### config.mk
export PLATFORM = sky130hd
export DESIGN_NAME = oric_ram_bridge_flat
export DESIGN_NICKNAME = d
export VERILOG_FILES = /design/src/rtl/oric_ram_bridge_if.sv /design/src/rtl/oric_ram_bridge.sv /design/src/flat_wrapper.sv
export SDC_FILE = /design/constraint.sdc
export NUM_CORES = 1
export LEC_CHECK = 0
export ABC_AREA = 1
export CAP_MARGIN = 25
export CORE_ASPECT_RATIO = 0.6
export CORE_MARGIN = 3
export CORE_UTILIZATION = 46
export CTS_CLUSTER_SIZE = 12
export DETAILED_ROUTE_END_ITERATION = 7
export GPL_TIMING_DRIVEN = 0
export PLACE_DENSITY = 0.84
export SYNTH_ARGS = -nofsm -noshare
export SYNTH_HDL_FRONTEND = slang
export SYNTH_SLANG_ARGS = --single-unit
export TNS_END_PERCENT = 20
### constraint.sdc
create_clock -name clk -period 1.65 [get_ports clk]
set_input_delay 0.33 -clock clk [delete_from_list [all_inputs] [get_ports clk]]
set_output_delay 0.33 -clock clk [all_outputs]
set_load 0.01 [all_outputs]
### src/rtl/oric_ram_bridge_if.sv
// oric_ram_bridge_if: CPU RAM bus and SDRAM port 1 signals of the bridge
interface oric_ram_bridge_if #(parameter int AW = 16);
  logic [AW-1:0] cpu_a;
  logic [7:0] cpu_d;
  logic [7:0] cpu_q;
  logic cpu_cs;
  logic cpu_oe;
  logic cpu_we;
  logic busy;
  logic req;
  logic ack;
  logic [AW-1:0] sd_a;
  logic sd_we;
  logic [1:0] sd_ds;
  logic [15:0] sd_d;
  logic [15:0] sd_q;
  logic timeout_err;
  logic [7:0] retry_cnt;
  modport slave (
    input cpu_a, cpu_d, cpu_cs, cpu_oe, cpu_we, ack, sd_q,
    output cpu_q, busy, req, sd_a, sd_we, sd_ds, sd_d, timeout_err, retry_cnt
  );
  modport master (
    output cpu_a, cpu_d, cpu_cs, cpu_oe, cpu_we, ack, sd_q,
    input cpu_q, busy, req, sd_a, sd_we, sd_ds, sd_d, timeout_err, retry_cnt
  );
endinterface

### src/rtl/oric_ram_bridge.sv
// oric_ram_bridge: Oric 8-bit RAM strobes to toggle-handshake SDRAM port with one-deep queue and ack watchdog
module oric_ram_bridge #(
  parameter int AW = 16,
  parameter int TIMEOUT = 63
) (
  input logic clk,
  input logic init_n,
  oric_ram_bridge_if.slave bus
);
  typedef enum logic [1:0] {IDLE, WAIT, CANCEL} state_t;
  state_t state, state_nx;
  logic rd, wr, trig, done;
  logic rd_old, wr_old;
  logic [AW-1:0] a_old;
  logic pending, p_we;
  logic [AW-1:0] p_a;
  logic [7:0] p_d;
  logic [7:0] q_r;
  logic [9:0] cnt;
  logic issue, use_pend, cancel, reissue, to_pend, load_q;
  logic [AW-1:0] i_a;
  logic i_we;
  logic [7:0] i_d;
  assign rd = bus.cpu_cs & bus.cpu_oe;
  assign wr = bus.cpu_cs & bus.cpu_we;
  assign trig = (rd & ~rd_old) | (wr & ~wr_old) | (rd & (bus.cpu_a != a_old));
  assign done = bus.ack == bus.req;
  assign i_a = use_pend ? p_a : bus.cpu_a;
  assign i_we = use_pend ? p_we : bus.cpu_we;
  assign i_d = use_pend ? p_d : bus.cpu_d;
  assign bus.cpu_q = bus.cpu_cs ? q_r : 8'h00;
  assign bus.busy = (state != IDLE) | pending;
  // state register
  always_ff @(posedge clk)
    state <= !init_n ? IDLE : state_nx;
  // next state and per-edge actions; a fresh trigger on a completion edge beats the queued entry
  always_comb begin
    state_nx = state;
    issue = 1'b0;
    use_pend = 1'b0;
    cancel = 1'b0;
    reissue = 1'b0;
    to_pend = 1'b0;
    load_q = 1'b0;
    case (state)
      IDLE: begin
        issue = trig;
        state_nx = trig ? WAIT : IDLE;
      end
      WAIT:
        if (done) begin
          load_q = ~bus.sd_we;
          issue = trig | pending;
          use_pend = ~trig & pending;
          state_nx = (trig | pending) ? WAIT : IDLE;
        end else begin
          to_pend = trig;
          cancel = cnt == 10'(TIMEOUT - 1);
          state_nx = cancel ? CANCEL : WAIT;
        end
      default: begin
        reissue = 1'b1;
        to_pend = trig;
        state_nx = WAIT;
      end
    endcase
  end
  // datapath: edge history, request latch, queue slot, read capture, watchdog
  always_ff @(posedge clk)
    if (!init_n) begin
      rd_old <= 1'b0;
      wr_old <= 1'b0;
      a_old <= '0;
      bus.req <= 1'b0;
      bus.sd_a <= '0;
      bus.sd_we <= 1'b0;
      bus.sd_ds <= 2'b11;
      bus.sd_d <= 16'h0000;
      pending <= 1'b0;
      p_a <= '0;
      p_we <= 1'b0;
      p_d <= 8'h00;
      q_r <= 8'h00;
      cnt <= '0;
      bus.timeout_err <= 1'b0;
      bus.retry_cnt <= 8'h00;
    end else begin
      rd_old <= rd;
      wr_old <= wr;
      a_old <= bus.cpu_a;
      if (issue) begin
        bus.sd_a <= i_a;
        bus.sd_we <= i_we;
        bus.sd_ds <= i_we ? (i_a[0] ? 2'b10 : 2'b01) : 2'b11;
        bus.sd_d <= {i_d, i_d};
      end
      bus.req <= (issue | reissue) ? ~bus.req : cancel ? bus.ack : bus.req;
      if (to_pend) begin
        p_a <= bus.cpu_a;
        p_we <= bus.cpu_we;
        p_d <= bus.cpu_d;
      end
      pending <= issue ? 1'b0 : pending | to_pend;
      if (load_q)
        q_r <= bus.sd_a[0] ? bus.sd_q[15:8] : bus.sd_q[7:0];
      cnt <= (issue | reissue) ? '0 : state == WAIT ? cnt + 10'd1 : cnt;
      if (cancel) begin
        bus.timeout_err <= 1'b1;
        bus.retry_cnt <= bus.retry_cnt + {7'd0, bus.retry_cnt != 8'hFF};
      end
    end
endmodule

### src/flat_wrapper.sv
// flat-port wrapper written by rule: the top's interface ports become plain ports
module oric_ram_bridge_flat 
#(
  parameter int AW = 16,
  parameter int TIMEOUT = 63
)
  (clk, init_n, bus_cpu_a, bus_cpu_d, bus_cpu_cs, bus_cpu_oe, bus_cpu_we, bus_ack, bus_sd_q, bus_cpu_q, bus_busy, bus_req, bus_sd_a, bus_sd_we, bus_sd_ds, bus_sd_d, bus_timeout_err, bus_retry_cnt);
  oric_ram_bridge_if #(.AW(AW)) bus_i ();
  input logic clk;
  input logic init_n;
  input wire logic [$bits(bus_i.cpu_a)-1:0] bus_cpu_a;
  input wire logic [$bits(bus_i.cpu_d)-1:0] bus_cpu_d;
  input wire logic [$bits(bus_i.cpu_cs)-1:0] bus_cpu_cs;
  input wire logic [$bits(bus_i.cpu_oe)-1:0] bus_cpu_oe;
  input wire logic [$bits(bus_i.cpu_we)-1:0] bus_cpu_we;
  input wire logic [$bits(bus_i.ack)-1:0] bus_ack;
  input wire logic [$bits(bus_i.sd_q)-1:0] bus_sd_q;
  output wire logic [$bits(bus_i.cpu_q)-1:0] bus_cpu_q;
  output wire logic [$bits(bus_i.busy)-1:0] bus_busy;
  output wire logic [$bits(bus_i.req)-1:0] bus_req;
  output wire logic [$bits(bus_i.sd_a)-1:0] bus_sd_a;
  output wire logic [$bits(bus_i.sd_we)-1:0] bus_sd_we;
  output wire logic [$bits(bus_i.sd_ds)-1:0] bus_sd_ds;
  output wire logic [$bits(bus_i.sd_d)-1:0] bus_sd_d;
  output wire logic [$bits(bus_i.timeout_err)-1:0] bus_timeout_err;
  output wire logic [$bits(bus_i.retry_cnt)-1:0] bus_retry_cnt;
  assign bus_i.cpu_a = bus_cpu_a;
  assign bus_i.cpu_d = bus_cpu_d;
  assign bus_i.cpu_cs = bus_cpu_cs;
  assign bus_i.cpu_oe = bus_cpu_oe;
  assign bus_i.cpu_we = bus_cpu_we;
  assign bus_i.ack = bus_ack;
  assign bus_i.sd_q = bus_sd_q;
  assign bus_cpu_q = bus_i.cpu_q;
  assign bus_busy = bus_i.busy;
  assign bus_req = bus_i.req;
  assign bus_sd_a = bus_i.sd_a;
  assign bus_sd_we = bus_i.sd_we;
  assign bus_sd_ds = bus_i.sd_ds;
  assign bus_sd_d = bus_i.sd_d;
  assign bus_timeout_err = bus_i.timeout_err;
  assign bus_retry_cnt = bus_i.retry_cnt;
  oric_ram_bridge #(.AW(AW), .TIMEOUT(TIMEOUT)) u_core (.clk(clk), .init_n(init_n), .bus(bus_i));
endmodule
==> flow_summary.html, run 1 <==
<table>
<tr><th>Metric</th><th>Value</th></tr>
<tr><th colspan="2">Synthesis</th></tr>
<tr><td>Count of warnings emitted by yosys</td><td>0</td></tr>
<tr><td>Async S/R FF share, synth</td><td>0%</td></tr>
<tr><td>Cell type with the largest total area after synthesis</td><td>dfxtp_1</td></tr>
<tr><td>Number of synthesized register bits</td><td>101</td></tr>
<tr><td>Post-synth EDFFs</td><td>0</td></tr>
<tr><td>Total nets after synthesis</td><td>716</td></tr>
<tr><td>Average footprint of a synthesized cell</td><td>slightly above 7 sq um</td></tr>
<tr><td>Most used standard cell by instance count after synthesis</td><td>nand2_1</td></tr>
<tr><td>Most used standard cells in the synthesized netlist</td><td>nand2_1 (152), dfxtp_1 (101), inv_1 (88)</td></tr>
<tr><td>Post-synthesis instance total</td><td>666</td></tr>
<tr><td>Proportion of netlist area held by the largest area contributor</td><td>between 40% and 50%</td></tr>
<tr><td>Area contributors post-synth</td><td>dfxtp_1 (43%), nand2_1 (12%), inv_1 (7.0%), nor2_1 (6.6%), o21ai_0 (4.8%)</td></tr>
<tr><td>Total standard cell area after synthesis</td><td>0.00475 sq mm</td></tr>
<tr><td>Most frequently used flop master after synthesis</td><td>dfxtp_1</td></tr>
<tr><td>Number of distinct library cells after synthesis</td><td>37</td></tr>
<tr><td>Portion of the post-synthesis area used by sequential elements</td><td>around 43%</td></tr>
<tr><th colspan="2">Floorplanning</th></tr>
<tr><td>Boundary pin count</td><td>100</td></tr>
<tr><td>Effective utilization at floorplan</td><td>47.7%</td></tr>
<tr><td>Total Die Area</td><td>roughly 0.012 sq mm</td></tr>
<tr><td>Std cell rows</td><td>28</td></tr>
<tr><td>Total core area</td><td>roughly 0.0099 sq mm</td></tr>
<tr><td>X dimension of the die</td><td>137 um</td></tr>
<tr><td>Chip Height</td><td>between 80 and 90 um</td></tr>
<tr><th colspan="2">Setup path</th></tr>
<tr><td>Data arrival time of the critical path</td><td>roughly 2.2 ns</td></tr>
<tr><td>Worst Path Max Fanout</td><td>6</td></tr>
<tr><td>Cell with the biggest individual delay on the critical path</td><td>dlygate4sd2_1</td></tr>
<tr><td>Crit. End Element</td><td>flop</td></tr>
<tr><td>Chain of cells forming the critical path</td><td>dlygate4sd2_1, inv_1, nand2_1, nand2_1, nor2_2, nand2_2, nor2_2, nand3_2, nand2_4, nand2_4, buf_8, buf_8, nand2_4, o21ai_2, nor2_2, nor2_1</td></tr>
<tr><td>Worst Path Buf+Inv</td><td>4</td></tr>
<tr><td>Delay of the slowest cell on the worst path</td><td>around 0.33 ns</td></tr>
<tr><td>Delay-heaviest family, CP</td><td>simple AND/OR/NAND/NOR gates</td></tr>
<tr><td>Critical path class</td><td>primary input to flop</td></tr>
<tr><td>CP startpoint kind</td><td>primary input</td></tr>
<tr><td>Req. time, crit path</td><td>~1.9 ns</td></tr>
<tr><th colspan="2">Clock tree</th></tr>
<tr><td>Max H-tree Level</td><td>3</td></tr>
<tr><td>CTS buffer count</td><td>9</td></tr>
<tr><td>Clock tree root driver cell</td><td>clkbuf_16</td></tr>
<tr><td>Clock tree from TritonCTS</td><td>yes</td></tr>
<tr><td>Clock-pin slew reported for the worst setup and hold paths after clock tree synthesis</td><td>around 0.070 ns</td></tr>
<tr><td>Latest clock arrival within the worst-skew pair</td><td>approximately 0.36 ns</td></tr>
<tr><td>Maximum number of buffers from clock root to sink</td><td>2</td></tr>
<tr><td>Number of clock sinks</td><td>about 100</td></tr>
<tr><th colspan="2">Layout</th></tr>
<tr><td>Fraction of final layout cells with drive strength greater than 1</td><td>between 20% and 30%</td></tr>
<tr><td>Sequential cell area</td><td>~0.0020 sq mm</td></tr>
<tr><td>Final design utilization</td><td>between 60% and 70%</td></tr>
<tr><td>Final Non-Filler Cells</td><td>between 900 and 1,000</td></tr>
<tr><td>Antenna cell count</td><td>0</td></tr>
<tr><td>Final-layout fill cell count</td><td>790</td></tr>
<tr><td>Layout overhead on the synthesized area</td><td>42.1%</td></tr>
<tr><td>Final net count</td><td>840</td></tr>
<tr><td>Area of the multi-input gates</td><td>0.00240 sq mm</td></tr>
<tr><th colspan="2">Global routing</th></tr>
<tr><td>Overflow after GRT</td><td>0</td></tr>
<tr><td>Largest net degree at the start of global routing</td><td>17</td></tr>
<tr><td>Via count of the first global-routing pass</td><td>~4,500</td></tr>
<tr><td>Wire length of the first global-routing pass</td><td>~22,000 um</td></tr>
<tr><td>Antenna violations before repair</td><td>0</td></tr>
<tr><td>Total global-route track usage</td><td>between 20% and 30%</td></tr>
<tr><th colspan="2">Detailed routing</th></tr>
<tr><td>Wire per inst</td><td>~16 um</td></tr>
<tr><td>Iteration-0 DRC Markers</td><td>roughly 510</td></tr>
<tr><td>DRC violations left</td><td>0</td></tr>
<tr><td>Remaining antenna violation count</td><td>0</td></tr>
<tr><td>Number of optimization iterations in the first detailed-route pass</td><td>5</td></tr>
<tr><td>Total number of vias</td><td>slightly below 5,000</td></tr>
<tr><td>Total wire length</td><td>approximately 15,000 um</td></tr>
<tr><td>Number of vias per cell</td><td>~5.3</td></tr>
<tr><th colspan="2">Timing</th></tr>
<tr><td>Count of pins over their slew limit</td><td>0</td></tr>
<tr><td>Setup WS post-layout</td><td>-0.265 ns</td></tr>
<tr><td>Final critical-path required period</td><td>roughly 1.9 ns</td></tr>
<tr><td>Worst Skew</td><td>between 0.01 and 0.015 ns</td></tr>
<tr><td>Max Fclk</td><td>approximately 0.52 GHz</td></tr>
<tr><td>Tightest Pin Transition</td><td>~0.62 ns</td></tr>
<tr><td>Worst slew margin</td><td>58.6%</td></tr>
<tr><td># setup viols final</td><td>70</td></tr>
<tr><td>Setup total negative slack</td><td>-12.66 ns</td></tr>
<tr><td>Portion of the clock cycle consumed by the worst path in the final layout</td><td>116%</td></tr>
<tr><td>Final hold viol count</td><td>0</td></tr>
<tr><td>Unrepaired setup endpoints after global routing</td><td>true</td></tr>
<tr><th colspan="2">Pwr</th></tr>
<tr><td>IR Drop Worst-Case VDD</td><td>797 uV</td></tr>
<tr><td>Leakage power summed over all cells</td><td>~0.0031 uW</td></tr>
<tr><td>Total power density per cell area</td><td>973 mW/mm^2</td></tr>
<tr><th colspan="2">Outcome</th></tr>
<tr><td>Status</td><td>complete, but fails checks</td></tr>
<tr><td>Violated checks</td><td>setup timing</td></tr>
<tr><th colspan="2">Place</th></tr>
<tr><td>Half-perimeter wire length after placement</td><td>a little under 10,000 um</td></tr>
<tr><td>Final Wtd Congestion</td><td>0.873</td></tr>
<tr><td>Port-buffer cells</td><td>approximately 100</td></tr>
<tr><td>Cell Count Post-Placement</td><td>about 900</td></tr>
<tr><th colspan="2">Flow run</th></tr>
<tr><td># Max-Cap Violations</td><td>0</td></tr>
<tr><th colspan="2">Worst hold path</th></tr>
<tr><td>Class of the worst hold path</td><td>primary input to flop</td></tr>
</table>
cells by family after synthesis:
group	Yosys count	share of synthesized area [%]
compound gates	106	11.5
fa+ha+maj	4	1.05
xor+xnor	10	1.84
flops	101	42.6
simple gates	310	29.2
buf+inv	127	12.0
mux	8	1.90
metal layers:
| layer | wire length [um] | vias up | GRT usage [%] |
|---|---|---|---|
| li1 | - | 2331 | - |
| met2 | 6660 | 267 | 36.7 |
| met5 | 0 | - | 0 |
| met4 | 326 | 0 | 7.52 |
| met1 | 6320 | 2289 | 32.2 |
| met3 | 1490 | 39 | 6.89 |
registers in the layout, summed over array words and instances, names as in the netlist, 2 cells and up:
register              count
u_core.q_r                8
u_core.p_a               16
u_core.bus.sd_a          16
u_core.bus.sd_d           8
u_core.state              2
u_core.p_d                8
u_core.bus.retry_cnt      8
u_core.a_old             16
u_core.cnt               10
u_core.bus.sd_ds          2
area by class of cell:
type / count / share of cell area, %
plain buffers: 36 / 4.35
clock inverters: 6 / 1.98
inverters: 91 / 5.13
repair buffers: 113 / 16.7
well taps: 135 / 2.50
flip-flops and latches: 101 / 30.2
clock buffers: 10 / 3.54
multi-input cells: 438 / 35.5
per-stage QoR:
step	worst slack (ns)	power, uW	instance area, sq um	hold WS, ns
2_1_floorplan	0.000138	3340	4760	0.423
3_3_place_gp	-0.853	3810	5910	0.433
3_5_place_dp	-0.957	3850	5910	0.440
4_1_cts	-0.177	6470	6430	0.257
5_1_grt	-0.391	6820	6750	0.269
6_report	-0.265	6570	6750	0.262
report_power, final:
group	leakage (uW)	switching [uW]	internal, uW
registers	0.000833	87.9	2600
clock network	0.000183	949	1680
logic	0.00207	662	597
repair_timing:
action                                  in CTS  in global routing
gates resized for setup                     75                 90
cloned                                       0                  3
hold buffers                                 0                  0
setup buffers                                9                  3
pin swaps                                   18                 43
endpoints found under the setup margin     113                 90
placed cells by master (no fill, tap or decap), types with 11 or more instances in the layout:
cell and n:
buf_4 27, inv_1 83, dfxtp_2 15, nand2_2 15
nand2_1 132, nor2_2 13, clkbuf_16 12, a21oi_1 42
nand2_4 11, o21ai_0 35, dfxtp_1 86, clkdlybuf4s50_1 60
nor2_1 71, nand3_1 17, o21ai_1 14, nand3b_1 25
dlygate4sd2_1 22
worst register-to-register path, delay by kind of cell, from the launching register on:
kind / cells / cell delay [ns]
buf+inv: 3 / 0.33
flops: 1 / 0.33
simple gates: 11 / 1.08
compound gates: 1 / 0.05
final timing paths:
kind,to,cells past startpoint,start,slack (ns)
max,u_core.bus.sd_a[15]$_SDFFE_PN0P_,16,bus_cpu_a[15],-0.27
min,u_core.wr_old$_SDFF_PN0_,3,bus_cpu_cs,0.26
max reg2reg,u_core.bus.sd_a[15]$_SDFFE_PN0P_,15,u_core.a_old[3]$_SDFF_PN0_,-0.25
min reg2reg,u_core.p_a[7]$_SDFFE_PN0P_,2,u_core.p_a[7]$_SDFFE_PN0P_,0.46
(Power assumes the default switching activity.)
==> run 2, diff against run 1 <==
- ABC_CLOCK_PERIOD_IN_PS: not set -> 1650
- MAX_ROUTING_LAYER: not set -> met4
==> run 2 against run 1 <==
  * The run still ends with setup timing left
  * Final area increased by 1.4%
  * Critical endpoint is now u_core.p_d[0]$_SDFFE_PN0P_
  * Register-to-register slack got worse by 0.02 ns
  * Via count increased by 4.7%
  * Largest cell class unchanged
  * Highest routed layer unchanged
  * Power decreased by 6.6%
  * Utilization increased by 0.97 points
  * Hold slack improved by 0.0040 ns
==> flow_summary.html, run 2 (synthesized netlist as in run 1, its figures left out) <==
<table>
<tr><th>Metric</th><th>Value</th></tr>
<tr><th colspan="2">Outcome</th></tr>
<tr><td>Status</td><td>complete, but fails checks (unchanged)</td></tr>
<tr><td>Violated checks</td><td>setup timing (unchanged)</td></tr>
<tr><th colspan="2">Timing</th></tr>
<tr><td>Setup WS post-layout</td><td>-0.267 ns (was -0.265 ns)</td></tr>
<tr><td>Final critical-path required period</td><td>1.92 ns (about the same)</td></tr>
<tr><td>Final hold viol count</td><td>0 (unchanged)</td></tr>
<tr><td># setup viols final</td><td>69 (was 70)</td></tr>
<tr><td>Max Fclk</td><td>0.522 GHz (about the same)</td></tr>
<tr><td>Unrepaired setup endpoints after global routing</td><td>true (unchanged)</td></tr>
<tr><td>Tightest Pin Transition</td><td>0.629 ns (was 0.621 ns)</td></tr>
<tr><td>Count of pins over their slew limit</td><td>0 (unchanged)</td></tr>
<tr><td>Portion of the clock cycle consumed by the worst path in the final layout</td><td>116% (about the same)</td></tr>
<tr><td>Final Hold Slack</td><td>0.266 ns (was 0.262 ns)</td></tr>
<tr><td>Worst slew margin</td><td>58.0% (was 58.6%)</td></tr>
<tr><td>Worst Skew</td><td>0.0138 ns (was 0.0103 ns)</td></tr>
<tr><th colspan="2">Clock tree</th></tr>
<tr><td>Clock-pin slew reported for the worst setup and hold paths after clock tree synthesis</td><td>0.06 ns (was 0.07 ns)</td></tr>
<tr><td>CTS buffer count</td><td>9 (unchanged)</td></tr>
<tr><td>Clock tree root driver cell</td><td>clkbuf_16 (unchanged)</td></tr>
<tr><td>Latest clock arrival within the worst-skew pair</td><td>0.36 ns (about the same)</td></tr>
<tr><td>Number of clock sinks</td><td>101 (unchanged)</td></tr>
<tr><td>CTS Hold Buffers Added</td><td>0 (unchanged)</td></tr>
<tr><td>Max H-tree Level</td><td>3 (unchanged)</td></tr>
<tr><td>Clock tree from TritonCTS</td><td>yes (unchanged)</td></tr>
<tr><td>Maximum number of buffers from clock root to sink</td><td>2 (unchanged)</td></tr>
<tr><th colspan="2">Detailed routing</th></tr>
<tr><td>Wire per inst</td><td>17.1 um (was 15.9 um)</td></tr>
<tr><td>Remaining antenna violation count</td><td>0 (unchanged)</td></tr>
<tr><td>Number of vias per cell</td><td>5.49 (was 5.30)</td></tr>
<tr><td>Total wire length</td><td>16,100 um (was 14,800 um)</td></tr>
<tr><td>DRC violations left</td><td>0 (unchanged)</td></tr>
<tr><td>Number of optimization iterations in the first detailed-route pass</td><td>5 (unchanged)</td></tr>
<tr><td>Iteration-0 DRC Markers</td><td>642 (was 507)</td></tr>
<tr><td>Total number of vias</td><td>5,157 (was 4,926)</td></tr>
<tr><th colspan="2">Place</th></tr>
<tr><td>Final Wtd Congestion</td><td>0.890 (was 0.873)</td></tr>
<tr><td>Port-buffer cells</td><td>98 (unchanged)</td></tr>
<tr><td>Placement-stage cell area</td><td>0.00591 sq mm (unchanged)</td></tr>
<tr><td>Half-perimeter wire length after placement</td><td>9720 um (was 9660 um)</td></tr>
<tr><td>Cell Count Post-Placement</td><td>899 (unchanged)</td></tr>
<tr><th colspan="2">Layout</th></tr>
<tr><td>Final Non-Filler Cells</td><td>940 (was 930)</td></tr>
<tr><td>Commonest non-fill, non-tap cells in the layout</td><td>nand2_1 (133), dfxtp_1 (84), inv_1 (81) (was nand2_1 (132), dfxtp_1 (86), inv_1 (83))</td></tr>
<tr><td>Layout overhead on the synthesized area</td><td>44.2% (was 42.1%)</td></tr>
<tr><td>Antenna cell count</td><td>0 (unchanged)</td></tr>
<tr><td>Finished layout cell area</td><td>0.00685 sq mm (was 0.00675 sq mm)</td></tr>
<tr><td>Final net count</td><td>850 (was 840)</td></tr>
<tr><td>Fraction of final layout cells with drive strength greater than 1</td><td>22.7% (was 20.5%)</td></tr>
<tr><td>Final design utilization</td><td>68.8% (was 67.9%)</td></tr>
<tr><td>Largest registers</td><td>u_core.a_old: 16 flops, u_core.bus.sd_a: 16 flops, u_core.p_a: 16 flops (unchanged)</td></tr>
<tr><td>Most common cell after layout, fill and taps aside</td><td>nand2_1 (unchanged)</td></tr>
<tr><th colspan="2">Global routing</th></tr>
<tr><td>Total global-route track usage</td><td>25.7% (was 23.8%)</td></tr>
<tr><td>Wire length of the first global-routing pass</td><td>23,000 um (was 21,800 um)</td></tr>
<tr><td>Overflow after GRT</td><td>0 (unchanged)</td></tr>
<tr><td>Antenna violations before repair</td><td>0 (unchanged)</td></tr>
<tr><td>Largest net degree at the start of global routing</td><td>16 (was 17)</td></tr>
<tr><td>Via count of the first global-routing pass</td><td>4,809 (was 4,462)</td></tr>
<tr><th colspan="2">Setup path</th></tr>
<tr><td>Cell with the biggest individual delay on the critical path</td><td>dfxtp_1 (was dlygate4sd2_1)</td></tr>
<tr><td>Delay of the slowest cell on the worst path</td><td>0.32 ns (was 0.33 ns)</td></tr>
<tr><td>CP startpoint kind</td><td>flop (was primary input)</td></tr>
<tr><td>Chain of cells forming the critical path</td><td>inv_1, or2_2, nand3_2, nor2_2, nand3_2, nand3_1, clkbuf_4, o21ai_0, a21oi_1 (was dlygate4sd2_1, inv_1, nand2_1, nand2_1, nor2_2, nand2_2, nor2_2, nand3_2, nand2_4, nand2_4, buf_8, buf_8, nand2_4, o21ai_2, nor2_2, nor2_1)</td></tr>
<tr><td>Delay-heaviest family, CP</td><td>simple AND/OR/NAND/NOR gates (unchanged)</td></tr>
<tr><td>Req. time, crit path</td><td>1.88 ns (was 1.90 ns)</td></tr>
<tr><td>Critical path's most frequent cell</td><td>nand3_2</td></tr>
<tr><td>Critical path class</td><td>flop to flop (was primary input to flop)</td></tr>
<tr><td>Worst Path Max Fanout</td><td>10 (was 6)</td></tr>
<tr><td>Worst Path Buf+Inv</td><td>2 (was 4)</td></tr>
<tr><td>Crit. End Element</td><td>flop (unchanged)</td></tr>
<tr><td>Data arrival time of the critical path</td><td>2.14 ns (was 2.16 ns)</td></tr>
<tr><th colspan="2">Pwr</th></tr>
<tr><td>IR Drop Worst-Case VDD</td><td>561 uV (was 797 uV)</td></tr>
<tr><td>Total power</td><td>6140 uW (was 6570 uW)</td></tr>
<tr><td>Total power density per cell area</td><td>896 mW/mm^2 (was 973 mW/mm^2)</td></tr>
<tr><td>Leakage power summed over all cells</td><td>0.00318 uW (was 0.00308 uW)</td></tr>
<tr><th colspan="2">Floorplanning</th></tr>
<tr><td>Effective utilization at floorplan</td><td>47.7% (unchanged)</td></tr>
<tr><td>X dimension of the die</td><td>137 um (unchanged)</td></tr>
<tr><td>Total core area</td><td>0.00995 sq mm (unchanged)</td></tr>
<tr><td>Total Die Area</td><td>0.0116 sq mm (unchanged)</td></tr>
<tr><td>Chip Height</td><td>84.7 um (unchanged)</td></tr>
<tr><td>Std cell rows</td><td>28 (unchanged)</td></tr>
<tr><td>Boundary pin count</td><td>100 (unchanged)</td></tr>
<tr><th colspan="2">Flow run</th></tr>
<tr><td># Max-Cap Violations</td><td>0 (unchanged)</td></tr>
<tr><th colspan="2">Worst hold path</th></tr>
<tr><td>Class of the worst hold path</td><td>primary input to flop (unchanged)</td></tr>
</table>
[run 2: final timing paths]
| check | startpoint | endpoint | slack [ns] | depth (start not counted) |
|---|---|---|---|---|
| worst min-delay path | bus_cpu_cs | u_core.wr_old$_SDFF_PN0_ | 0.27 | 3 |
| worst min register to register | u_core.p_d[6]$_SDFFE_PN0P_ | u_core.p_d[6]$_SDFFE_PN0P_ | 0.46 | 2 |
| worst max register to register | u_core.a_old[6]$_SDFF_PN0_ | u_core.p_d[0]$_SDFFE_PN0P_ | -0.27 | 9 |
| worst max-delay path | u_core.a_old[6]$_SDFF_PN0_ | u_core.p_d[0]$_SDFFE_PN0P_ | -0.27 | 9 |
[run 2: metal layers]
| layer | wire, um | global-route usage [%] |
|---|---|---|
| met2 | 7070 | 38.2 |
| met4 | 517 | 8.70 |
| met3 | 1760 | 7.19 |
| met5 | 0 | - |
| met1 | 6750 | 33.8 |
[run 2: metrics by stage]
step           setup slack, ns  setup TNS (ns)
3_5_place_dp            -0.937          -67.34
5_1_grt                 -0.399          -20.15
2_1_floorplan         0.000138               0
6_report                -0.267          -10.48
3_3_place_gp            -0.856          -61.79
4_1_cts                 -0.137           -5.78
[run 2: power by group]
part	internal [uW]	switching, uW
registers	2600	89.1
clock network	1210	920
logic	618	699
total	4430	1710
[run 2: timing repair]
| action | 4_1_cts | 5_1_grt |
|---|---|---|
| endpoints found under the hold margin | 0 | 0 |
| buffers inserted | 10 | 10 |
| resized for setup | 98 | 89 |
| pin swaps | 40 | 42 |
| endpoints found under the setup margin | 110 | 99 |
| cloned | 3 | 2 |
[run 2: tightest hold or removal path: cells and delay by family]
kind | cells | cell delay, ns
and+or+nand+nor | 2 | 0.12
buffers and inverters | 1 | 0.12
[run 2: layout make-up]
| cell class | count | area [sq um] |
|---|---|---|
| Buffer | 36 | 297 |
| Sequential cell | 101 | 2040 |
| Inverter | 91 | 352 |
| Fill cell | 724 | 3100 |
| Tap cell | 135 | 169 |
| Multi-Input combinational cell | 439 | 2450 |
| Clock buffer | 12 | 246 |
| Timing Repair Buffer | 122 | 1240 |
| Clock inverter | 4 | 47.5 |
